$ cat src/rtl/cmd_width_downsizer.sv
// Splits each IN_WIDTH-bit command into RATIO OUT_WIDTH-bit beats on a valid/ready master port.
// Optional macro CMD_DOWNSIZER_MSB_FIRST_EN: emit the most-significant slice first.
module cmd_width_downsizer #(
  parameter  int unsigned IN_WIDTH  = 32,
  parameter  int unsigned OUT_WIDTH = 8,
  localparam int unsigned RATIO     = IN_WIDTH / OUT_WIDTH,
  localparam int unsigned CNT_W     = (RATIO > 1) ? $clog2(RATIO) : 1
) (
  input  logic                 clk,
  input  logic                 reset,
  input  logic                 s_valid,
  output logic                 s_ready,
  input  logic [IN_WIDTH-1:0]  s_data,
  output logic                 m_valid,
  input  logic                 m_ready,
  output logic [OUT_WIDTH-1:0] m_data,
  output logic                 m_last,
  output logic [CNT_W-1:0]     m_beat_idx
);

  if ((OUT_WIDTH == 0) || ((IN_WIDTH % OUT_WIDTH) != 0)) begin : g_bad_ratio
    $error("cmd_width_downsizer: IN_WIDTH must be an integer multiple of OUT_WIDTH");
  end

  typedef enum logic {IDLE, SEND} state_t;

  localparam logic [CNT_W-1:0] LAST_IDX = CNT_W'(RATIO - 1);

  state_t              state_q, state_d;
  logic [IN_WIDTH-1:0] shreg_q, shreg_d;
  logic [CNT_W-1:0]    idx_q, idx_d;
  logic [IN_WIDTH-1:0] shreg_next;

`ifdef CMD_DOWNSIZER_MSB_FIRST_EN
  assign m_data     = shreg_q[IN_WIDTH-1 -: OUT_WIDTH];
  assign shreg_next = shreg_q << OUT_WIDTH;
`else
  assign m_data     = shreg_q[OUT_WIDTH-1:0];
  assign shreg_next = shreg_q >> OUT_WIDTH;
`endif

  assign m_valid    = (state_q == SEND);
  assign m_last     = (state_q == SEND) && (idx_q == LAST_IDX);
  assign m_beat_idx = idx_q;
  // Only combinational path: m_ready -> s_ready, enabling the zero-bubble reload.
  assign s_ready    = (state_q == IDLE) || ((state_q == SEND) && m_ready && m_last);

  always_comb begin
    state_d = state_q;
    shreg_d = shreg_q;
    idx_d   = idx_q;
    case (state_q)
      IDLE: begin
        if (s_valid) begin
          shreg_d = s_data;
          idx_d   = '0;
          state_d = SEND;
        end
      end
      SEND: begin
        if (m_ready) begin
          if (!m_last) begin
            shreg_d = shreg_next;
            idx_d   = idx_q + CNT_W'(1);
          end else if (s_valid) begin
            shreg_d = s_data;
            idx_d   = '0;
          end else begin
            state_d = IDLE;
          end
        end
      end
      default: state_d = IDLE;
    endcase
  end

  always_ff @(posedge clk) begin
    if (reset) begin
      state_q <= IDLE;
      shreg_q <= '0;
      idx_q   <= '0;
    end else begin
      state_q <= state_d;
      shreg_q <= shreg_d;
      idx_q   <= idx_d;
    end
  end

endmodule

$ cat config.mk
export PLATFORM = sky130hd
export DESIGN_NAME = cmd_width_downsizer
export DESIGN_NICKNAME = d
export VERILOG_FILES = /design/src/rtl/cmd_width_downsizer.sv
export SDC_FILE = /design/constraint.sdc
export NUM_CORES = 1
export LEC_CHECK = 0
export CORE_MARGIN = 5
export CORE_UTILIZATION = 35
export DETAILED_ROUTE_END_ITERATION = 7
export HOLD_SLACK_MARGIN = 0.06
export REMOVE_ABC_BUFFERS = 1
export SYNTH_ARGS = -nofsm -noshare
export SYNTH_HDL_FRONTEND = slang
export SYNTH_SLANG_ARGS = --single-unit
export TNS_END_PERCENT = 20
$ cat constraint.sdc
create_clock -name clk -period 1.9 [get_ports clk]
set_clock_uncertainty 0.1 [all_clocks]
set_input_delay 0.19 -clock clk [delete_from_list [all_inputs] [get_ports clk]]
set_output_delay 0.19 -clock clk [all_outputs]
set_load 0.02 [all_outputs]
==> metrics.csv <==
metric;value;unit
grt_max_degree;44;
seq_area_frac_synth;41.88;%
gr-total-overflow;0;
dpl_cell_area;2146;sq um
grt_busiest_layer;met2;
slowest_stage;dfxtp_1;
whs;264.1;ps
avgSynthCellArea;10.20;sq um
postLayoutSetupSlackWorst;143.0;ps
hold_path.class;in2reg;
period_minus_slack;1757;ps
cp.required;1610;ps
p_leak;0.8339;nW
critPathKind;reg2out;
chipWidth;79.14;microns
die_h;79.14;microns
startpoint_type;flip-flop;
finalHoldViolCount;0;
vdd_drop_max;255.2;uV
cts_tree;done;
syn_to_final_growth;34.26;%
final_nets;239;
ant_nets;0;
grtUsageMet1;15.38;%
synth_edf_count;0;
reg2reg_setup_slack;300;ps
maxCapViolations;0;
clkTransAtPathRegs;70;ps
drtPass1Iterations;4;
synthFlopType;dfxtp_1;
grt_pass1_vias;1270;
io_buffers;48;
wire_per_inst;14.65;microns
clk_path_buf_depth;2;
dp.final_hpwl;2.392;mm
fin_tns_setup;0;ps
cts-root-buf;clkbuf_8;
fill_cells;445;
layout-drive-gt1-share;29.06;%
cts.sinks;35;
cp-end-kind;output pin;
numCtsBuffers;5;
start_util;35.65;%
finalMaxSlewViolations;0;
drc;0;
grt_pass1_wl;6.078;mm
pre_cts_ws;139.6;ps
viasPerCell;5.136;
row_count;25;
vias;1320;
synth_cell_types;26;
gp_congestion;0.7721;
utilization;47.87;%
layout_commonest_cell;clkdlybuf4s50_1;
path_depth;3;
status;complete, no violations;
cts_max_level;2;
tightest_slew;243.5;ps
fmax;0.5691;GHz
p_total;1.789;mW
cp.arrival;1470;ps
ff2ff_path_depth;5;
min_period_over_period;92.48;%
met3_usage;4.082;%
synth_warnings;0;
wirelength;3.765;mm
syn_area;1673;sq um
grt_antenna_before_repair;0;
ys_ff_latch;35;
synthCells;164;
n_antenna_cell;0;
holdPathStages;3;
rsz0062_at_grt;no;
final_cell_mix;clkdlybuf4s50_1 (45), dfxtp_1 (35), inv_1 (25), o221a_2 (22), a21oi_2 (20);
drt_iter0_markers;109;
dieArea;6262;sq um
core;4692;sq um
max-slew-margin-rel;83.75;%
slowest_delay;410;ps
placedCellCount;249;
fin_area;2246;sq um
grt_use_total;12.26;%
ctsHoldBuffers;0;
path_delay_family;flip-flops;
final_cells;257;
critical_path.cell_chain;ha_2 -> a21bo_2 -> dlygate4sd2_1;
clk_latency;280;ps
p_per_area;796.4;nW/um^2
met2_usage;18.94;%
ioPinCount;49;
ys_async_sr_fraction;0;%
worst-path-max-fanout;6;
setup_viol_count_final;0;
path_buf_inv;1;
==> cells in the mapped netlist (2+ instances only) <==
library cell,count,share of area [%]
a21oi_1,6,1.8
a21oi_2,20,10
buf_1,2,0.45
buf_4,14,6.3
buf_6,3,2.0
clkbuf_1,3,0.67
dfxtp_1,35,42
inv_1,25,5.6
nand2b_1,9,3.4
nand3_1,2,0.60
o221a_1,2,1.3
o221a_2,22,15
o32ai_1,8,4.2
==> layout make-up <==
type	instances	area [sq um]	share of cell area (%)
Timing Repair Buffer	53	560.5	24.96
Sequential cell	35	700.7	31.20
Clock buffer	8	100.1	4.457
Multi-Input combinational cell	82	723.2	32.20
Tap cell	54	67.56	3.008
Inverter	25	93.84	4.178
==> flip-flops by register name (all words and copies together), names as in the netlist <==
name        cells
shreg_q        32
m_beat_idx      2
m_valid         1
==> power breakdown <==
group	total [mW]	switching, mW	leakage, nW	internal (mW)
clock	0.595	0.264	0.0515	0.331
sequential	0.827	0.0318	0.290	0.796
combinational	0.366	0.163	0.492	0.204
total	1.79	0.459	0.834	1.33
==> worst paths after layout <==
| check | to | from |
|---|---|---|
| min reg2reg | shreg_q[29]$_SDFFE_PP0P_ | shreg_q[29]$_SDFFE_PP0P_ |
| max reg2reg | shreg_q[23]$_SDFFE_PP0P_ | m_beat_idx[0]$_SDFFE_PP0P_ |
| min | m_beat_idx[1]$_SDFFE_PP0P_ | reset |
| max | s_ready | m_beat_idx[0]$_SDFFE_PP0P_ |
==> kinds of logic (layout without fill, tap and decap cells) <==
logic type	after synthesis	in the layout	share of synthesized area (%)
AOI/OAI and AO/OA	62	62	34.85
buffers and inverters	47	86	15.03
DFF	35	35	41.88
and+or+nand+nor	19	19	7.481
adders and majority gates	1	1	0.7478
==> repair_timing <==
| action | 4_1_cts | 5_1_grt |
|---|---|---|
| endpoints found under the setup margin | 2 | 0 |
| gates resized for setup | 3 | 0 |
| setup buffers | 0 | 0 |
==> metal layers <==
metal  vias up  wire length, microns  part of all wire [%]
li1        657                     -                     -
met1       618                  1816                    48
met2        40                  1646                    44
met3         5                   229                   6.1
met4         0                    73                   1.9
met5         -                     0                     0
==> worst min-delay path, stage by stage <==
cell     delay (ps)
buf_2           100
buf_12          230
a31oi_1          60
(Power assumes the default switching activity.)
